===== src/rtl/fifo_rx_stream_adapter.sv =====
// Read-side consumer of the 8-entry async FIFO: pops show-ahead data into a 2-entry skid buffer
// and presents it as a registered valid/ready stream. Optional counters under FIFO_RX_ADAPT_STAT_EN.
module fifo_rx_stream_adapter #(
    parameter int DATA_WIDTH = 32
) (
    input  logic                  clk,
    input  logic                  nrst,
    input  logic                  fifo_empty,
    input  logic [DATA_WIDTH-1:0] fifo_do,
    output logic                  fifo_pop,
    output logic                  out_valid,
    input  logic                  out_ready,
    output logic [DATA_WIDTH-1:0] out_data,
    input  logic                  flush,
    output logic                  flush_done
`ifdef FIFO_RX_ADAPT_STAT_EN
    ,
    output logic [31:0]           stat_delivered,
    output logic [31:0]           stat_discarded
`endif
);

    typedef enum logic [0:0] {
        ST_RUN   = 1'b0,
        ST_FLUSH = 1'b1
    } state_t;

    state_t                state_r;
    state_t                state_nxt_s;
    logic [DATA_WIDTH-1:0] entry_r     [2];
    logic [DATA_WIDTH-1:0] entry_nxt_s [2];
    logic                  head_r;
    logic                  head_nxt_s;
    logic                  tail_r;
    logic                  tail_nxt_s;
    logic [1:0]            count_r;
    logic [1:0]            count_nxt_s;
    logic                  out_valid_r;
    logic [DATA_WIDTH-1:0] out_data_r;
    logic                  pop_s;
    logic                  capture_s;
    logic                  accept_s;
    logic [1:0]            dropped_s;

`ifdef FIFO_RX_ADAPT_STAT_EN
    logic [31:0]           stat_delivered_r;
    logic [31:0]           stat_discarded_r;
    logic [1:0]            discard_inc_s;

    function automatic logic [31:0] sat_add(input logic [31:0] a, input logic [1:0] inc);
        logic [32:0] sum;
        sum = {1'b0, a} + {31'd0, inc};
        return sum[32] ? 32'hFFFF_FFFF : sum[31:0];
    endfunction
`endif

    // Pop request: uses only registered occupancy and fifo_empty, so out_ready never reaches the FIFO.
    always_comb begin
        pop_s = 1'b0;
        case (state_r)
            ST_RUN:   pop_s = ~fifo_empty & (count_r < 2'd2);
            ST_FLUSH: pop_s = ~fifo_empty;
            default:  pop_s = 1'b0;
        endcase
    end

    // Pop is forced low while reset is asserted, without waiting for a clock edge.
    always_comb begin
        fifo_pop   = nrst & pop_s;
        capture_s  = pop_s & (state_r == ST_RUN);
        accept_s   = out_valid_r & out_ready;
        flush_done = (state_r == ST_FLUSH) & fifo_empty & (count_r == 2'd0);
        out_valid  = out_valid_r;
        out_data   = out_data_r;
    end

    // Skid buffer bookkeeping and RUN/FLUSH sequencing.
    always_comb begin
        state_nxt_s = state_r;
        head_nxt_s  = head_r;
        tail_nxt_s  = tail_r;
        count_nxt_s = count_r;
        entry_nxt_s = entry_r;
        dropped_s   = 2'd0;
        case (state_r)
            ST_RUN: begin
                if (capture_s) begin
                    entry_nxt_s[tail_r] = fifo_do;
                    tail_nxt_s          = ~tail_r;
                end else begin
                    tail_nxt_s          = tail_r;
                end
                if (accept_s) begin
                    head_nxt_s = ~head_r;
                end else begin
                    head_nxt_s = head_r;
                end
                count_nxt_s = count_r + {1'b0, capture_s} - {1'b0, accept_s};
                // Entering FLUSH drops whatever is still buffered after this edge's handshake.
                if (flush) begin
                    state_nxt_s = ST_FLUSH;
                    dropped_s   = count_nxt_s;
                    count_nxt_s = 2'd0;
                    head_nxt_s  = tail_nxt_s;
                end else begin
                    state_nxt_s = ST_RUN;
                end
            end
            ST_FLUSH: begin
                if (flush) begin
                    state_nxt_s = ST_FLUSH;
                end else begin
                    state_nxt_s = ST_RUN;
                end
            end
            default: begin
                state_nxt_s = ST_RUN;
                count_nxt_s = 2'd0;
                head_nxt_s  = tail_r;
            end
        endcase
    end

`ifdef FIFO_RX_ADAPT_STAT_EN
    // Words discarded this cycle: FLUSH pops plus buffered words dropped on entry.
    always_comb begin
        if (state_r == ST_FLUSH) begin
            discard_inc_s = {1'b0, pop_s};
        end else begin
            discard_inc_s = dropped_s;
        end
    end

    // Saturating handshake and discard counters.
    always_ff @(posedge clk or negedge nrst) begin
        if (!nrst) begin
            stat_delivered_r <= 32'd0;
            stat_discarded_r <= 32'd0;
        end else begin
            stat_delivered_r <= sat_add(stat_delivered_r, {1'b0, accept_s});
            stat_discarded_r <= sat_add(stat_discarded_r, discard_inc_s);
        end
    end

    assign stat_delivered = stat_delivered_r;
    assign stat_discarded = stat_discarded_r;
`endif

    // State, pointers and registered stream outputs.
    always_ff @(posedge clk or negedge nrst) begin
        if (!nrst) begin
            state_r     <= ST_RUN;
            head_r      <= 1'b0;
            tail_r      <= 1'b0;
            count_r     <= 2'd0;
            entry_r[0]  <= '0;
            entry_r[1]  <= '0;
            out_valid_r <= 1'b0;
            out_data_r  <= '0;
        end else begin
            state_r     <= state_nxt_s;
            head_r      <= head_nxt_s;
            tail_r      <= tail_nxt_s;
            count_r     <= count_nxt_s;
            entry_r     <= entry_nxt_s;
            out_valid_r <= (count_nxt_s != 2'd0);
            out_data_r  <= entry_nxt_s[head_nxt_s];
        end
    end

endmodule


===== config.mk =====
export PLATFORM = sky130hd
export DESIGN_NAME = fifo_rx_stream_adapter
export DESIGN_NICKNAME = d
export VERILOG_FILES = /design/src/rtl/fifo_rx_stream_adapter.sv
export SDC_FILE = /design/constraint.sdc
export NUM_CORES = 1
export LEC_CHECK = 0
export BUFFER_PORTS_ARGS = -buffer_cell sky130_fd_sc_hd__clkbuf_2
export CAP_MARGIN = 15
export CORE_MARGIN = 1
export CORE_UTILIZATION = 55
export CTS_CLUSTER_SIZE = 24
export DETAILED_ROUTE_END_ITERATION = 8
export PLACE_DENSITY_LB_ADDON = 0.1
export SKIP_CTS_REPAIR_TIMING = 1
export SYNTH_ARGS = -nofsm -noshare
export SYNTH_HDL_FRONTEND = slang
export SYNTH_SLANG_ARGS = --single-unit

===== constraint.sdc =====
create_clock -name clk -period 2.9 [get_ports clk]
set_input_delay 0.58 -clock clk [delete_from_list [all_inputs] [get_ports clk]]
set_output_delay 0.58 -clock clk [all_outputs]
set_load 0.02 [all_outputs]

==> results of run 1 <==
layer usage:
layer / up-vias / part of all wire [%] / wire (um)
met5: - / 0 / 0
met3: 10 / 4.0 / 258
li1: 977 / - / -
met4: 0 / 1.9 / 121
met1: 1060 / 48 / 3106
met2: 52 / 46 / 3016
sequential cells by signal (all words and copies together), names as in the netlist:
| signal | cells |
|---|---|
| count_r | 2 |
| head_r | 1 |
| entry_r | 64 |
| out_valid | 1 |
| tail_r | 1 |
| out_data | 32 |
| state_r | 1 |
power groups by stage:
stage                     Clock [mW]  Sequential (mW)  Combinational [mW]
after floorplan                    0             2.64                1.58
after global placement             0             2.38                2.35
after detailed placement           0             2.40                2.39
after CTS                      0.803             2.38                2.39
after global routing           0.851             2.45                2.55
final                          0.775             2.36                2.36
layout by cell type, fill, tap and decap left out, types with 2 or more instances in the layout:
cell          n
nand2_1       2
clkbuf_1      2
clkbuf_8      9
mux2_4       60
clkbuf_2     70
inv_1         2
mux2_1        2
nor2_1        3
mux2_2       34
dfrtp_1     102
mux2i_1       2
buf_4         3
ha_1          2
nor2_8        2
o21ai_0       2
and2b_1       2
buf_12        4
clkinvlp_4    3
critical path, delay by kind of cell, from the launching register on:
family	cells	cell delay, ns
AOI/OAI and AO/OA	1	0.12
xor gates and xnor gates	1	0.18
adders and majority gates	2	0.43
buffers and inverters	1	0.06
DFF	1	0.46
muxes	1	0.20
and+or+nand+nor	2	0.68
area by class of cell:
type	instances	area (um2)
sequential	102	2552
fill	530	2494
multi-input combinational	122	1533
timing repair buffer	77	452.9
clock buffer	11	131.4
tap	99	123.9
clock inverter	5	36.28
inverter	2	7.507
logic make-up after synthesis:
group	share of synthesized area (%)
compound gates	0.9493
mux	31.44
buf+inv	3.352
fa+ha+maj	0.5932
xor+xnor	0.4154
simple gates	2.729
flops	60.52
path summary, 6_finish.rpt:
| kind | startpoint | slack [ns] | end |
|---|---|---|---|
| max | count_r[1] | 0.66 | out_valid |
| min | nrst | 0.30 | out_data[7] |
| max reg2reg | count_r[1] | 0.66 | out_valid |
| min reg2reg | entry_r[63] | 0.50 | entry_r[63] |
| max in group asynchronous | nrst | 2.18 | out_data[19] |
| min in group clk | flush | 0.43 | state_r |
metrics by stage:
step | hold WS, ns | cell area (um2) | instances
after floorplan | 0.2844 | 4218 | 237
after global placement | 0.4669 | 4669 | 402
after detailed placement | 0.4770 | 4669 | 402
after CTS | 0.3328 | 4837 | 418
after global routing | 0.3574 | 4837 | 418
final | 0.2976 | 4837 | 418
==> run metrics, run 1 <==
outcome completed; WL/cell 15.56 um; switching part of the total 31.14%; Area growth, synth to finish 14.68%; leak pwr 2.348 nW; Buffers on Ports 71; P_sw 1.711 mW; Combinational Power Share 42.9%; antenna-violating nets left 0; Post-synth top cells dfrtp_1 (102), mux2_4 (60), mux2_2 (34); RSZ-0062 raised after global routing false; clock network power share 14.1%; clock skew 0.009939 ns; initial antenna violation count 0; Final setup viols 0; ys flop type dfrtp_1; CTS tree built; HPWL after detailed placement 4214 um; initial core utilization 57.54%; total power draw 5.495 mW; slowest CP cell dfrtp_1; Cell Chain, Critical Path or3_1 -> ha_1 -> inv_1 -> ha_1 -> xor2_1 -> mux2i_1 -> o21ai_0 -> or2_2; Fin. Hold Viols 0; core area 0.007331 mm2; worst r2r path cells 8; largest net degree at the start of global routing 103; most frequent CP cell ha_1; Top Usage Layer GRT met2; clock buffer depth 2; FP Rows 31; critical path endpoint category flop; Vias/cell 5.022; Die ar. 0.008023 mm2; yosys warns 0; syn_nets 276; Int Pwr 3.784 mW; 1st-iter DRT viols 59; grt met1 use 25.29%; share of layout cells above drive strength 1 59.56%; die width 89.57 um; Die Ht 89.57 um; CTS root buf clkbuf_8; CP arrival 2.48 ns; fraction of registers with async set/reset 100.0%; pre-CTS setup slack 0.4066 ns; number of synthesized register bits 102; startpoint types flop; final WL 6502 um; CTS buffer count 9; top post-synthesis cells by area dfrtp_1 (61%), mux2_4 (21%), mux2_2 (9.1%); Power Density 1136 mW/mm2; crit-path max cell delay 0.46 ns; # DRC 0; number of diodes 0; Worst Path Required 3.14 ns; clock tree sinks 102; Slew Limit Fails 0; H-Tree Depth 3; GP Congestion 0.7214; Mapped Area 0.004218 mm2; GR Overflow Total 0; routing usage on met3 3.473%; maximum VDD drop 0.5736 mV; routed vias 2099; Final Util 65.98%; Synth cell types 27; Gate Count Post-Synth 237; Yosys top cell by area dfrtp_1; Max Clk Rate 447.3 MHz; period utilisation layout 77.09%; PnR worst setup slack 0.6642 ns; Max Cap Viol 0; setup TNS 0 ns; most numerous cell in the Yosys netlist dfrtp_1; number of global-route vias before repair 2185; fin nets 353; Critical Path Fanout Max 8; Post-synth EDFFs 0; sequential power share 43.0%; post-synthesis sequential area ratio 60.52%; Clock Latency Late Sink 0.35 ns; Worst-path clk slew 0.09 ns; Yosys top cell area share 60.52%; Ports 72; Crit Path Category flop to flop; worst hold path type primary input to async pin; drt first pass iters 3; headroom to the max-slew limit 48.84%; Mapped Avg Cell Area 17.80 um2; Final min period 2.236 ns; first-pass GRT wire length 10720 um; Overall Global Routing Usage 18.20%; actual slew at the worst max-slew pin 0.7637 ns; grt met2 use 27.82%
(Power assumes the default switching activity.)
==> run 2: changes to the inputs <==
- ABC_AREA: not set -> 1
- CORE_UTILIZATION: 55 -> 51
- clock period: 2.9 -> 2 ns (I/O delays scaled with it)
==> run 2 against run 1 <==
Compared with the run above: clock skew is essentially flat; critical endpoint unchanged; routed wire length grew 49%; count of clock-buffer cells in the layout is the same.
==> run metrics, run 2 <==
routed vias 3610; actual slew at the worst max-slew pin 0.5742 ns; headroom to the max-slew limit 61.66%; Final setup viols 0; syn_nets 594; number of global-route vias before repair 3607; leak pwr 2.965 nW; Post-synth EDFFs 0; Max Clk Rate 553.9 MHz; core area 0.008341 mm2; HPWL after detailed placement 5972 um; Clock Latency Late Sink 0.35 ns; Die Ht 95.56 um; Buf+Inv Stages, Crit Path 2; GP Congestion 0.8199; Synth Area in XOR/XNOR 0.1962%; worst r2r path cells 9; initial antenna violation count 0; most common cell after layout, fill and taps aside nand2_1; outcome completed; CTS tree built; CTS root buf clkbuf_8; Overall Global Routing Usage 24.01%; clock skew 0.009680 ns; Area growth, synth to finish 12.86%; critical path endpoint category flop; Gate Count Post-Synth 555; capturing point of the worst reg2reg path out_valid; Mapped Area 0.004464 mm2; Cell Chain, Critical Path inv_2 -> nand3_4 -> ha_1 -> inv_1 -> ha_1 -> xor2_1 -> nand3_1 -> nand3_1 -> nand2_1; final WL 9696 um; worst r2r src state_r; GR Overflow Total 0; Crit Path Category flop to flop; 1st-iter DRT viols 179; FP Rows 33; post-synthesis sequential area ratio 57.17%; WL/cell 13.34 um; share of layout cells above drive strength 1 17.04%; post-synthesis simple-gate area fraction 36.32%; RSZ-0062 raised after global routing false; Vias/cell 4.966; Buffers on Ports 71; fraction of registers with async set/reset 100.0%; Yosys top cell by area dfrtp_1; slowest CP cell dfrtp_1; H-Tree Depth 3; Power Density 1488 mW/mm2; Worst R2R Setup Slack 0.19 ns; crit-path max cell delay 0.43 ns; startpoint types flop; Worst-path clk slew 0.09 ns; Yosys top cell area share 57.17%; maximum VDD drop 0.7231 mV; Critical Path Fanout Max 8; drt first pass iters 4; Crit path max-delay family adder cells; Max Cap Viol 0; period utilisation layout 90.26%; Fin. Hold Viols 0; largest net degree at the start of global routing 103; Worst Path Required 2.25 ns; number of diodes 0; combinational family with the most area after synthesis simple AND/OR/NAND/NOR gates; clock tree sinks 102; Slew Limit Fails 0; fin nets 658; worst hold path type primary input to async pin; yosys warns 0; most numerous cell in the Yosys netlist nand2_1; worst setup path start state_r; top post-synthesis cells by area dfrtp_1 (57%), nand2_1 (30%), nand3_1 (3.9%); Final min period 1.805 ns; adder-cell share of the synthesized area 0.5605%; most frequent cells in the layout nand2_1 (361), dfrtp_1 (102), clkbuf_2 (70), nand3_1 (35); CP arrival 2.05 ns; Die ar. 0.009132 mm2; worst hold margin 0.1134 ns; first-pass GRT wire length 16740 um; Largest register FFs 64; ys flop type dfrtp_1; Final Util 60.41%; clock buffer depth 2; number of synthesized register bits 102; setup TNS 0 ns; Ports 72; Post-synth top cells nand2_1 (361), dfrtp_1 (102), nand3_1 (35); antenna-violating nets left 0; Synth cell types 22; mux cell area share after synthesis 0%; Mapped Avg Cell Area 8.044 um2; most flop-heavy register entry_r; initial core utilization 53.53%; # DRC 0; CTS buffer count 9; Synth Area in Compound Gates 0.5886%; die width 95.56 um
## run 2: layout make-up
cell class                 instances  area [um2]
clock buffer                      11       141.4
clock inverter                     3       22.52
fill                             786        3302
inverter                          14       56.30
multi-input combinational        411        1689
sequential                       102        2552
tap                              105       131.4
timing repair buffer              81       445.4
## run 2: report_power, final
part	leakage (nW)	internal (mW)	switching [mW]
registers	1.29	2.96	0.331
clock network	0.0735	0.474	0.664
logic	1.60	0.999	2.07
## run 2: per-layer routing
metal / part of all wire, % / vias to the layer above / GRT usage [%] / wire (um)
li1: - / 1814 / - / -
met1: 45 / 1687 / 31.24 / 4373
met2: 49 / 98 / 41.07 / 4755
met3: 4.7 / 11 / 3.429 / 453
met4: 1.2 / 0 / 8.209 / 114
met5: 0 / - / 0 / 0
## run 2: kinds of logic (layout without fill, tap and decap cells)
group	after synthesis	count (layout)
xor+xnor	1	1
flops	102	102
fa+ha+maj	2	2
simple gates	405	405
compound gates	3	3
buf+inv	42	109
## run 2: how the worst max path moves through the flow
| stage | slack (ns) | depth (start not counted) | endpoint |
|---|---|---|---|
| 2_1_floorplan | 0.20 | 10 | out_valid |
| 3_3_place_gp | 0.29 | 10 | out_valid |
| 3_5_place_dp | 0.21 | 10 | out_valid |
| 4_1_cts | 0.21 | 9 | out_valid |
| 5_1_grt | 0.04 | 10 | out_valid |
| 6_report | 0.19 | 9 | out_valid |
## run 2: stage by stage
stage,area [um2],cells,power [mW],worst slack [ns]
3_5_place_dp,4875,713,6.424,0.2091
3_3_place_gp,4875,713,6.318,0.2884
5_1_grt,5039,727,8.181,0.04441
6_report,5039,727,7.498,0.1947
2_1_floorplan,4464,555,5.599,0.1974
4_1_cts,5039,727,7.578,0.2084
